$ cat src/rtl/mem_port_arbiter_pkg.sv
// rtl/mem_port_arbiter_pkg.sv - shared state encodings and grant helpers for the memory port arbiter
package mem_port_arbiter_pkg;

    typedef enum logic [4:0] {
        ARB_IDLE      = 5'b00001,
        ARB_INST_REQ  = 5'b00010,
        ARB_INST_RESP = 5'b00100,
        ARB_DATA_REQ  = 5'b01000,
        ARB_DATA_RESP = 5'b10000
    } arb_state_e;

    typedef enum logic {
        GNT_INST = 1'b0,
        GNT_DATA = 1'b1
    } arb_gnt_e;

    // On a tie the requester that did not win last time gets the port.
    function automatic arb_gnt_e pick_grant(input logic inst_req, input logic data_req,
                                            input arb_gnt_e last_grant);
        arb_gnt_e gnt;
        gnt = GNT_INST;
        if (inst_req && data_req) begin
            if (last_grant == GNT_INST) begin
                gnt = GNT_DATA;
            end
        end else if (data_req) begin
            gnt = GNT_DATA;
        end
        return gnt;
    endfunction

endpackage

$ cat src/rtl/mem_port_arbiter_wait_counter.sv
// rtl/mem_port_arbiter_wait_counter.sv - wrapping enable counter used for per-requester stall statistics
module arb_wait_counter #(
    parameter int CNT_W = 32
) (
    input  logic             clk,
    input  logic             rst,
    input  logic             en_i,
    output logic [CNT_W-1:0] cnt_o
);

    logic [CNT_W-1:0] cnt_q;
    logic [CNT_W-1:0] cnt_d;

    always_comb begin
        cnt_d = cnt_q;
        if (en_i) begin
            cnt_d = cnt_q + CNT_W'(1);
        end
    end

    always_ff @(posedge clk) begin
        if (rst) begin
            cnt_q <= '0;
        end else begin
            cnt_q <= cnt_d;
        end
    end

    assign cnt_o = cnt_q;

endmodule

$ cat src/rtl/mem_port_arbiter.sv
// rtl/mem_port_arbiter.sv - shares one memory port between instruction fetch and data load/store
module mem_port_arbiter
    import mem_port_arbiter_pkg::*;
#(
    parameter int ADDR_W = 32,
    parameter int DATA_W = 32,
    parameter int CNT_W  = 32
) (
    input  logic                clk,
    input  logic                rst,
    input  logic [ADDR_W-1:0]   inst_addr,
    input  logic                inst_req_valid,
    output logic                inst_req_ack,
    output logic [DATA_W-1:0]   inst_rdata,
    output logic                inst_rvalid,
    input  logic                inst_rack,
    input  logic [ADDR_W-1:0]   data_addr,
    input  logic                data_wen,
    input  logic                data_ren,
    input  logic [DATA_W-1:0]   data_wdata,
    input  logic [DATA_W/8-1:0] data_wstrb,
    output logic                data_req_ack,
    output logic [DATA_W-1:0]   data_rdata,
    output logic                data_rvalid,
    input  logic                data_rack,
    output logic [ADDR_W-1:0]   mem_addr,
    output logic                mem_wen,
    output logic                mem_ren,
    output logic [DATA_W-1:0]   mem_wdata,
    output logic [DATA_W/8-1:0] mem_wstrb,
    input  logic                mem_req_ack,
    input  logic [DATA_W-1:0]   mem_rdata,
    input  logic                mem_rvalid,
    output logic                mem_rack,
    output logic [CNT_W-1:0]    inst_wait_cnt,
    output logic [CNT_W-1:0]    data_wait_cnt
);

    arb_state_e state_q;
    arb_state_e state_d;
    arb_gnt_e   last_grant_q;
    arb_gnt_e   last_grant_d;
    arb_gnt_e   gnt;
    logic       data_req;

    assign data_req = data_wen | data_ren;
    assign gnt      = pick_grant(inst_req_valid, data_req, last_grant_q);

    always_comb begin
        state_d      = state_q;
        last_grant_d = last_grant_q;
        unique case (state_q)
            ARB_IDLE: begin
                if (inst_req_valid || data_req) begin
                    last_grant_d = gnt;
                    state_d      = (gnt == GNT_DATA) ? ARB_DATA_REQ : ARB_INST_REQ;
                end
            end
            ARB_INST_REQ: begin
                if (mem_req_ack) state_d = ARB_INST_RESP;
            end
            ARB_INST_RESP: begin
                if (mem_rvalid && inst_rack) state_d = ARB_IDLE;
            end
            ARB_DATA_REQ: begin
                // Stores complete on the request handshake; only loads wait for data.
                if (mem_req_ack) state_d = data_wen ? ARB_IDLE : ARB_DATA_RESP;
            end
            ARB_DATA_RESP: begin
                if (mem_rvalid && data_rack) state_d = ARB_IDLE;
            end
            default: state_d = ARB_IDLE;
        endcase
    end

    always_ff @(posedge clk) begin
        if (rst) begin
            state_q      <= ARB_IDLE;
            last_grant_q <= GNT_INST;
        end else begin
            state_q      <= state_d;
            last_grant_q <= last_grant_d;
        end
    end

    // Everything is steered from the registered state; unrouted outputs read as zero.
    always_comb begin
        mem_addr     = '0;
        mem_wen      = 1'b0;
        mem_ren      = 1'b0;
        mem_wdata    = '0;
        mem_wstrb    = '0;
        mem_rack     = 1'b0;
        inst_req_ack = 1'b0;
        inst_rdata   = '0;
        inst_rvalid  = 1'b0;
        data_req_ack = 1'b0;
        data_rdata   = '0;
        data_rvalid  = 1'b0;
        unique case (state_q)
            ARB_INST_REQ: begin
                mem_ren      = 1'b1;
                mem_addr     = inst_addr;
                inst_req_ack = mem_req_ack;
            end
            ARB_INST_RESP: begin
                inst_rvalid = mem_rvalid;
                inst_rdata  = mem_rdata;
                mem_rack    = inst_rack;
            end
            ARB_DATA_REQ: begin
                mem_addr     = data_addr;
                mem_wen      = data_wen;
                mem_ren      = data_ren & ~data_wen;
                mem_wdata    = data_wdata;
                mem_wstrb    = data_wstrb;
                data_req_ack = mem_req_ack;
            end
            ARB_DATA_RESP: begin
                data_rvalid = mem_rvalid;
                data_rdata  = mem_rdata;
                mem_rack    = data_rack;
            end
            default: begin
            end
        endcase
    end

    arb_wait_counter #(.CNT_W(CNT_W)) u_inst_wait (
        .clk   (clk),
        .rst   (rst),
        .en_i  (inst_req_valid & ~inst_req_ack),
        .cnt_o (inst_wait_cnt)
    );

    arb_wait_counter #(.CNT_W(CNT_W)) u_data_wait (
        .clk   (clk),
        .rst   (rst),
        .en_i  (data_req & ~data_req_ack),
        .cnt_o (data_wait_cnt)
    );

endmodule
$ cat config.mk
export PLATFORM = sky130hd
export DESIGN_NAME = mem_port_arbiter
export DESIGN_NICKNAME = d
export VERILOG_FILES = /design/src/rtl/mem_port_arbiter_pkg.sv /design/src/rtl/mem_port_arbiter_wait_counter.sv /design/src/rtl/mem_port_arbiter.sv
export SDC_FILE = /design/constraint.sdc
export NUM_CORES = 1
export LEC_CHECK = 0
export ABC_AREA = 1
export BUFFER_PORTS_ARGS = -buffer_cell sky130_fd_sc_hd__buf_2
export CAP_MARGIN = 20
export CORE_AREA = 3 3 131 133
export CTS_CLUSTER_SIZE = 14
export DETAILED_ROUTE_END_ITERATION = 8
export DIE_AREA = 0 0 134 136
export PLACE_DENSITY = 0.74
export SYNTH_ARGS = -nofsm -noshare
export SYNTH_HDL_FRONTEND = slang
export SYNTH_SLANG_ARGS = --single-unit
$ cat constraint.sdc
create_clock -name clk -period 2.9 [get_ports clk]
set_clock_uncertainty 0.15 [all_clocks]
set_input_delay 0.58 -clock clk [delete_from_list [all_inputs] [get_ports clk]]
set_output_delay 0.58 -clock clk [all_outputs]
set_load 0.01 [all_outputs]
# ---- Yosys cells after proc, flatten, opt, wreduce, memory -nomap -nowiden
# Index checks and enable logic that the tools add are counted.
dict set report totals {
  register_bits 70
}
dict set report classes {
  n_eq_ne 10
  n_bitwise 7
  add_sub_neg 2
  mux 23
  reduce_logical 6
}
# operator n
set ops {}
lappend ops {{two-way mux 32 bit} 3}
lappend ops {{adder 32 x 1 -> 32 bit (second input constant)} 2}
lappend ops {{case mux 32 bit (2 select lines)} 1}
lappend ops {{two-way mux 5 bit} 6}
lappend ops {{case mux 5 bit (5 select lines)} 1}
lappend ops {{inequality test 2 bit (second input constant)} 5}
lappend ops {{two-way mux 1 bit} 8}
lappend ops {{two-way mux 4 bit} 2}
lappend ops {{== test 5 x 1 -> 1 bit (second input constant)} 1}
lappend ops {{== test 5 x 2 -> 1 bit (second input constant)} 1}
lappend ops {{== test 5 x 3 -> 1 bit (second input constant)} 1}
lappend ops {{== test 5 x 4 -> 1 bit (second input constant)} 1}
lappend ops {{== test 5 bit (second input constant)} 1}
lappend ops {{AND reduction 5 bit} 1}
lappend ops {{case mux 1 bit (2 select lines)} 2}
lappend ops {{bitwise AND 1 bit} 3}
lappend ops {{logical AND 1 bit} 3}
lappend ops {{NOT 1 bit} 3}
lappend ops {{AND reduction 2 bit} 1}
lappend ops {{logical OR 1 bit} 1}
lappend ops {{bitwise OR 1 bit} 1}

# ---- Depth between registers and ports, before layout
# Gate-level depths: netlist of the first run.
dict set report logic_depth {
  depth_word 6
  ltp_mapped 11
  depth_no_buf 11
}

# ---- Cells and area by module
# A second synthesis of the first run with hierarchy kept.
dict set report hier_totals {
  cells_unflattened 824
  area_unflattened_um2 5106.1
}
# module n_inst cells_each area_each_um2
set modules_own_cells {}
lappend modules_own_cells {arb_wait_counter 2 263 1793.0}
lappend modules_own_cells {mem_port_arbiter 1 298 1520.2}

# ---- Worst setup path before layout of the first run
# Ideal clock, no wire load.
dict set report synth_timing {
  path_type {reg2out}
  startpoint {reg state_q[3]}
  endpoint {out mem_wdata[10]}
  required_ps 2170
  path_slack_ps 956
  stages_incl_launch_ff 7
  arrival_time_ps 1214
  n_path_buf 2
  path_cell_list {dfxtp_1 -> inv_1 -> nor2_2 -> nand3_1 -> buf_2 -> buf_2 -> nor2_1}
}
dict set report synth_via {
  elab_chain_len 2
}
# element line
set synth_lines {}
lappend synth_lines {{start, declared} mem_port_arbiter.sv:39} ;# arb_state_e state_q;
lappend synth_lines {{start signal, assigned} mem_port_arbiter.sv:81} ;# state_q <= state_d;
lappend synth_lines {{== test 5 x 4 -> 1 bit} mem_port_arbiter.sv:100} ;# unique case (state_q)
lappend synth_lines {{two-way mux 32 bit} mem_port_arbiter.sv:100}
lappend synth_lines {{end, declared} mem_port_arbiter.sv:29} ;# output logic [DATA_W-1:0] mem_wdata,
# No other way between the ends.

# ---- Worst setup path in the final report of the first run
dict set report layout_timing {
  startpoint {reg state_q[3]}
  endpoint {out mem_ren}
}
dict set report layout_via {
  elab_chain_len 2
}
# element line
set layout_lines {}
lappend layout_lines {{== test 5 x 4 -> 1 bit or == test 5 x 2 -> 1 bit (tied branches)} mem_port_arbiter.sv:100}
lappend layout_lines {{case mux 1 bit (2 select lines) *} mem_port_arbiter.sv:100}
lappend layout_lines {{end, declared} mem_port_arbiter.sv:28} ;# output logic mem_ren,
# Every way passes the cells marked *; elsewhere a longest branch is shown, timed or not.

==> metrics, run 1 <==
result of the run=finished, final reports clean; Synth top cells by count=nor2_1, nand2_1, inv_1; final worst-path cycle share=0.8867; max-cap viol count=0; total detailed-routing wirelength=23,350 um; violation count after the first detailed-routing iteration=541; unrepaired setup endpoints after global routing=false; total vias in the final route=7,003; Post-Route Setup TNS=0 ns; post-cts sizing count=1; die width=134 um; top area cells in the synthesized netlist=dfxtp_1, nor2_1, nand2_1; Clock transition at path regs=0.05 ns; antenna violation net count after detailed routing=0; maximum frequency from static timing analysis=388.9 MHz; Critical Path End Type=primary output; max-slew violation count=0; first-pass GRT wire length=33,550 um; synthesized instance count=928; filler-free cell count of the finished design=1,477; data required time at the worst endpoint=2.17 ns; worst r2r src=u_inst_wait.cnt_o[1]; worst-skew pair later-pin latency=0.32 ns; count of antenna diodes in the layout=0; Hold Fails Final Rpt=0; Via-to-Cell Ratio=4.741; sort of element at the start of the critical path=register; Routed wire per std cell=15.81 um; mean cell area of the mapped netlist=5.671 um^2; fill cell total of the finished layout=1,709; end of the worst register-to-register path=u_inst_wait.cnt_o[22]; Final Net Count=1,401; GR met2 Demand/Resource=0.3880; Max transition margin=0.7082; via count of the first global-routing pass=6,084; busiest metal layer after global routing=met2; clk buf depth=2; number of setup buffers added after CTS=0; CTS hold repair buffers=0; cell count after placement=1,463; worst-case vdd ir drop=0.2192 mV; area share of the leading cell type in the synthesized netlist=0.2663; H-Tree Level Count=3; startpoint of the most critical hold path=last_grant_q; number of register bits inferred by synthesis=70; remaining routing DRC violations=0; global routing usage summed across all routing layers=0.2356; synthesis-to-layout area growth=40.73%; met1 GRT Util=0.2731; number of clock sinks=70; core footprint=0.01594 mm^2; site row count=46; highest net fanout along the worst path=34; antenna violations before repair=8; pwr/cell area=383.2 mW/mm^2; cell type with the largest total area after synthesis=dfxtp_1; clock tree from TritonCTS=done; Worst path max stage delay=0.38 ns; Leak=4.202 nW; series of cell instances along the critical path=inv_1 -> nor2_2 -> nand3_1 -> clkinv_2 -> nand2_1 -> o21ai_0 -> buf_2; cell with the most instances after synthesis=nor2_1; overflow left after global routing=0; Pre-antenna DRT Iters=7; total CTS buffers=9; prevailing post-synth register cell=dfxtp_1; final setup violation count=0; area of the die=0.01822 mm^2; post-synthesis async set-or-reset flop share=0; Worst Hold Margin=0.3205 ns; crit path time final=2.572 ns; number of warnings reported in the yosys synthesis log=0; Port Buf Inserts=343; GR Layer Usage met3=0.09623; fraction of the yosys area taken by sequential cells=0.2663; count of different cell masters after synthesis=37; slew at the pin with the worst max-slew slack=0.4371 ns; data arrival at the endpoint of the critical path=1.84 ns; placer congestion estimate=1.025; sum of net half-perimeters after detailed placement=19,420 um; reg-to-reg setup timing slack=1.03 ns; Synthesized Nets=1,071; final core utilization=0.4645; number of enable flip-flop cells after synthesis=0; num ports=344; FF-to-FF path depth=8; path type of the worst min-delay path=register to register; CTS Root Buffer Type=clkbuf_16; fraction of final layout cells sized beyond drive strength 1=0.3196; CP max stage cell=dfxtp_1; Worst Path Class, Setup=register to primary output; initial core utilization=0.3301; summed instance area of the synthesized netlist=0.005263 mm^2; die height=136 um; worst hold endpoint=last_grant_q; maximum number of pins on one net before global-route repair=40; depth of the worst hold-timing path=2
-- routing by layer --
layer	wire [um]	up-vias
li1	-	3485
met1	8978	3154
met2	10930	291
met3	2644	59
met4	725	14
met5	76	-
-- cell usage in the layout, fill, tap and decap left out, types with 2 or more instances in the layout --
| cell type | n |
|---|---|
| a21oi_1 | 21 |
| a21oi_2 | 3 |
| a31oi_1 | 3 |
| buf_2 | 343 |
| buf_4 | 5 |
| clkbuf_16 | 9 |
| clkbuf_8 | 3 |
| clkinv_2 | 2 |
| dfxtp_1 | 70 |
| ha_1 | 2 |
| inv_1 | 172 |
| nand2_1 | 202 |
| nand2_2 | 4 |
| nand2_8 | 2 |
| nand3_1 | 57 |
| nand3_2 | 2 |
| nand4_1 | 20 |
| nand4_4 | 2 |
| nor2_1 | 225 |
| nor2_2 | 13 |
| nor2_4 | 9 |
| nor3_1 | 20 |
| o21ai_0 | 43 |
| o22ai_1 | 3 |
| xnor2_1 | 9 |
| xor2_1 | 4 |
-- state kept, by name, summed over array words and instances (netlist names) --
signal,flops
u_inst_wait.cnt_o,32
state_q,5
u_data_wait.cnt_o,32
last_grant_q,1
-- report_power, final --
part / leakage, nW / internal (mW) / switching [mW]
Clock: 0.138 / 0.638 / 0.386
Sequential: 0.566 / 0.995 / 0.0343
Combinational: 3.50 / 0.275 / 0.510
-- kinds of logic (layout without fill, tap and decap cells) --
logic type | Yosys count | in the layout | share of synthesized area
buffers and inverters | 207 | 540 | 0.1624
AND/OR/NAND/NOR | 559 | 559 | 0.4667
AO/OA/AOI/OAI | 77 | 77 | 0.07822
XOR/XNOR | 13 | 13 | 0.02164
flip-flops | 70 | 70 | 0.2663
adder cells (fa/ha/maj) | 2 | 2 | 0.004754
-- stage by stage --
step           power (mW)  setup slack (ns)  instance area, um^2
2_1_floorplan       1.499            0.9557                 5263
3_5_place_dp        1.826            0.3164                 7129
5_1_grt             2.985            0.1837                 7406
6_report            2.838            0.3284                 7406
4_1_cts             2.865            0.3199                 7406
3_3_place_gp        1.816            0.3962                 7129
-- worst max path at each step --
stage,start,endpoint,slack (ns),depth (start not counted)
2_1_floorplan,state_q[3],mem_wdata[10],0.96,6
3_3_place_gp,state_q[0],mem_ren,0.40,6
3_5_place_dp,state_q[0],mem_ren,0.32,6
4_1_cts,state_q[3],mem_ren,0.32,7
5_1_grt,state_q[3],mem_ren,0.18,7
6_report,state_q[3],mem_ren,0.33,7
-- critical path, delay by kind of cell (launching register included) --
kind | cells | cell delay, ns
compound gates | 1 | 0.16
buf+inv | 3 | 0.56
flops | 1 | 0.38
simple gates | 3 | 0.42
-- cell type report --
class                   instances  area (um^2)  area share
flip-flops and latches         70         1401      0.1892
well taps                     216        270.3     0.03649
clock buffers                  13        270.3     0.03649
multi-input cells             651         3007      0.4060
inverters                     177        678.2     0.09157
clock inverters                 1        5.005   0.0006758
repair buffers                349         1774      0.2396
No activity file was read; power rests on OpenSTA's default activity.
==> run 2: changes to the inputs <==
- CELL_PAD_IN_SITES_DETAIL_PLACEMENT: not set -> 0
- CELL_PAD_IN_SITES_GLOBAL_PLACEMENT: not set -> 1
- CORE_AREA: 3 3 131 133 -> not set
- CORE_MARGIN: not set -> 3
- CORE_UTILIZATION: not set -> 29
- DIE_AREA: 0 0 134 136 -> not set
- PLACE_DENSITY: 0.74 -> 0.95
==> run 2 against run 1 <==
  * Largest cell class unchanged
  * Sequential cell count did not move
  * Critical endpoint is now mem_wdata[1]
  * Final cell count rose by 0.88%
  * Hold slack got worse by 0.0069 ns
  * Highest routed layer unchanged
==> metrics, run 2 (same netlist as run 1, synthesis figures left out) <==
antenna violation net count after detailed routing=0; maximum frequency from static timing analysis=358.7 MHz; Leak=4.219 nW; via count of the first global-routing pass=5,919; violation count after the first detailed-routing iteration=384; die width=140.7 um; first-pass GRT wire length=33,240 um; pwr/cell area=394.3 mW/mm^2; num ports=344; die height=140.7 um; H-Tree Level Count=3; synthesis-to-layout area growth=41.46%; data required time at the worst endpoint=2.17 ns; Clock transition at path regs=0.05 ns; final setup violation count=0; result of the run=finished, final reports clean; Port Buf Inserts=343; remaining routing DRC violations=0; sum of net half-perimeters after detailed placement=18,630 um; CP max stage cell=nor2_1; total detailed-routing wirelength=22,460 um; highest net fanout along the worst path=39; Via-to-Cell Ratio=4.552; count of antenna diodes in the layout=0; worst-case vdd ir drop=0.2134 mV; placed inst area=0.007143 mm^2; CTS Root Buffer Type=clkbuf_16; total power of the final layout=2.935 mW; Final Net Count=1,403; Max transition margin=0.6210; number of setup buffers added after CTS=0; series of cell instances along the critical path=inv_1 -> nor2_2 -> nand3_1 -> buf_4 -> nor2_1 -> buf_2; path type of the worst min-delay path=register to register; data arrival at the endpoint of the critical path=2.06 ns; fraction of final layout cells sized beyond drive strength 1=0.3209; start point of the critical path=state_q[3]; Worst path max stage delay=0.47 ns; unrepaired setup endpoints after global routing=true; final worst-path cycle share=0.9614; Routed wire per std cell=15.07 um; post-cts sizing count=0; Worst path top cell family by delay=simple AND/OR/NAND/NOR gates; area of the die=0.01980 mm^2; site row count=48; slew at the pin with the worst max-slew slack=0.5626 ns; worst r2r src=u_inst_wait.cnt_o[1]; crit path time final=2.788 ns; post-route cell area=0.007445 mm^2; placer congestion estimate=0.9503; max-cap viol count=0; initial core utilization=0.3001; sort of element at the start of the critical path=register; Critical Path End Type=primary output; clk buf depth=2; CTS hold repair buffers=0; max-slew violation count=0; overflow left after global routing=0; maximum number of pins on one net before global-route repair=40; total vias in the final route=6,782; antenna violations before repair=2; most common library cell in the layout ignoring fill and taps=buf_2; total CTS buffers=9; startpoint of the most critical hold path=last_grant_q; clock tree from TritonCTS=done; core footprint=0.01754 mm^2; count of buffering cells on the critical path with inverters included=3; Hold Fails Final Rpt=0; number of clock sinks=70; global routing usage summed across all routing layers=0.2133; commonest cells after routing, fill and taps aside=buf_2, nor2_1, nand2_1; worst-skew pair later-pin latency=0.34 ns; Pre-antenna DRT Iters=5; Worst Path Class, Setup=register to primary output
[run 2: cell types whose count changed in the layout (fill, tap and decap cells not counted), sizes merged]
cell / previous run / this run
buf: 349 / 351
clkinv: 3 / 5
bufinv: 0 / 1
clkbuf: 13 / 12
[run 2: final cells by class]
cell class,instances,area (um^2)
Clock inverter,4,45.04
Multi-Input combinational cell,651,3007
Clock buffer,12,256.5
Timing Repair Buffer,351,1777
Tap cell,225,281.5
Inverter,177,676.9
Sequential cell,70,1401
Fill cell,1961,10090
[run 2: layer usage]
metal,up-vias,routed length (um),global-route usage
met3,25,1637,0.05326
met1,3030,9580,0.2671
met4,2,424,0.05660
met5,-,13,0
met2,239,10810,0.3657
li1,3486,-,-
[run 2: worst reg2reg max path: cells and delay by family, from the launching register on]
family / cells / cell delay, ns
fa+ha+maj: 1 / 0.26
simple gates: 7 / 0.95
flops: 1 / 0.40
[run 2: worst paths after layout]
check,slack [ns],cells after the start,to
max,0.11,6,mem_wdata[1]
min,0.31,2,last_grant_q
min reg2reg,0.31,2,last_grant_q
max reg2reg,1.04,8,u_inst_wait.cnt_o[22]
[run 2: per-stage QoR]
stage	std cells	utilization	setup TNS [ns]	setup slack [ns]	hold slack (ns)
floorplan	928	-	0	0.9557	0.2915
global placement	1474	0.4073	0	0.5918	0.3082
detailed placement	1474	0.4073	0	0.5515	0.3120
CTS	1490	0.4245	0	0.1745	0.3193
global route	1490	0.4245	-0.03173	-0.01682	0.3401
finish	1490	0.4245	0	0.1118	0.3136
[run 2: report_power, final]
group | switching (mW) | internal [mW] | total, mW
sequential | 0.0363 | 0.995 | 1.03
clock | 0.415 | 0.708 | 1.12
combinational | 0.505 | 0.275 | 0.781
==> run 3: changes to the inputs <==
- SETUP_SLACK_MARGIN: not set -> 0.5
==> run 3 against run 2 <==
  * Total power increased by 4.1%
  * Critical path depth fell by 1
  * Cell area grew 2.8%
  * Clock power about the same
  * Maximum frequency increased by 17%
  * First-iteration DRC count is 8.9% higher
  * Wire length rose by 1.3%
  * Non-clock buffer count is 7 higher
  * Sequential share of layout area fell by 0.42 points
  * Critical path type unchanged
  * Largest power group unchanged
  * Highest routed layer unchanged
==> metrics, run 3 (same netlist as run 1, synthesis figures left out) <==
total detailed-routing wirelength=22,750 um; data required time at the worst endpoint=2.17 ns; maximum frequency from static timing analysis=421.2 MHz; Pre-antenna DRT Iters=5; area of the die=0.01980 mm^2; Clk pwr share=0.369; fraction of final layout cells sized beyond drive strength 1=0.3375; result of the run=finished, final reports clean; Critical Path End Type=primary output; Clock transition at path regs=0.05 ns; reg-to-reg setup timing slack=1.05 ns; site row count=48; antenna violation net count after detailed routing=0; sort of element at the start of the critical path=register; Hold Fails Final Rpt=0; number of clock sinks=70; Final Net Count=1,412; synthesis-to-layout area growth=45.46%; depth of the worst hold-timing path=2; Leak=4.303 nW; switching power total=1.006 mW; via count of the first global-routing pass=5,942; clk buf depth=2; maximum number of pins on one net before global-route repair=40; placed inst area=0.007143 mm^2; Post-Route Setup TNS=0 ns; max-cap viol count=0; startpoint of the most critical hold path=last_grant_q; total power of the final layout=3.055 mW; internal cell power=2.048 mW; FF-to-FF path depth=8; violation count after the first detailed-routing iteration=418; most common library cell in the layout ignoring fill and taps=buf_2; die height=140.7 um; sum of net half-perimeters after detailed placement=18,630 um; worst-skew pair later-pin latency=0.34 ns; total CTS buffers=9; Worst Path Class, Setup=register to primary output; crit path time final=2.374 ns; CTS hold repair buffers=0; overflow left after global routing=0; sequential share of power=0.340; Via-to-Cell Ratio=4.558; worst r2r src=u_inst_wait.cnt_o[1]; final setup violation count=0; first-pass GRT wire length=33,370 um; max-slew violation count=0; data arrival at the endpoint of the critical path=1.64 ns; slew at the pin with the worst max-slew slack=0.3630 ns; path type of the worst min-delay path=register to register; final core utilization=0.4365; Max transition margin=0.7571; num ports=344; end of the worst register-to-register path=u_inst_wait.cnt_o[26]; placer congestion estimate=0.9503; commonest cells after routing, fill and taps aside=buf_2, nor2_1, nand2_1; core footprint=0.01754 mm^2; count of antenna diodes in the layout=0; highest net fanout along the worst path=39; antenna violations before repair=2; die width=140.7 um; unrepaired setup endpoints after global routing=true; Logic pwr share=0.292; initial core utilization=0.3001; global routing usage summed across all routing layers=0.2140; pwr/cell area=399.1 mW/mm^2; fraction of power spent switching nets=0.3295; Port Buf Inserts=343; remaining routing DRC violations=0; worst hold endpoint=last_grant_q; CTS Root Buffer Type=clkbuf_16; final worst-path cycle share=0.8187; total vias in the final route=6,832; post-route cell area=0.007655 mm^2; clock tree from TritonCTS=done; H-Tree Level Count=3; Routed wire per std cell=15.17 um; worst-case vdd ir drop=0.2124 mV
## run 3: cell type report
class,instances,area (um^2)
clock buffer,12,256.5
multi-input combinational,652,3084
tap,225,281.5
clock inverter,4,45.04
sequential,70,1409
inverter,177,686.9
fill,1944,9882
timing repair buffer,358,1887
timing repair inverter,1,5.005
## run 3: timing repair
item,4_1_cts,5_1_grt
setup endpoints to repair,38,91
buffers inserted,0,6
gates resized for setup,21,20
pin swaps,1,5
cloned,0,3
## run 3: routing by layer
layer,vias to the layer above,track usage,part of all wire
li1,3502,-,-
met1,3075,0.2683,0.42
met2,226,0.3669,0.48
met3,27,0.05258,0.074
met4,2,0.05711,0.020
met5,-,0,0.00057
## run 3: worst max path at each step
stage	start	endpoint
floorplan	state_q[3]	mem_wdata[10]
global placement	state_q[3]	mem_wdata[1]
detailed placement	state_q[3]	mem_wdata[1]
CTS	state_q[2]	mem_rack
global route	state_q[3]	mem_wdata[1]
finish	state_q[0]	mem_wdata[1]
## run 3: power groups by stage
stage / Sequential [mW] / Clock (mW) / Combinational, mW
final: 1.04 / 1.13 / 0.891
after floorplan: 1.05 / 0 / 0.449
after global placement: 1.05 / 0 / 0.771
after global routing: 1.04 / 1.21 / 0.972
after detailed placement: 1.05 / 0 / 0.777
after CTS: 1.03 / 1.16 / 0.806
## run 3: worst max-delay path: stages, from the launching register on
cell	delay, ns
dfxtp_2	0.35
nor2_4	0.20
nand3_4	0.16
buf_12	0.22
nor2_4	0.20
buf_2	0.17
## run 3: through the flow
stage | hold slack, ns | std cells | worst slack [ns]
floorplan | 0.2915 | 928 | 0.9557
global placement | 0.3082 | 1474 | 0.5918
detailed placement | 0.3120 | 1474 | 0.5515
CTS | 0.3193 | 1490 | 0.4910
global route | 0.3401 | 1499 | 0.4507
finish | 0.3131 | 1499 | 0.5258
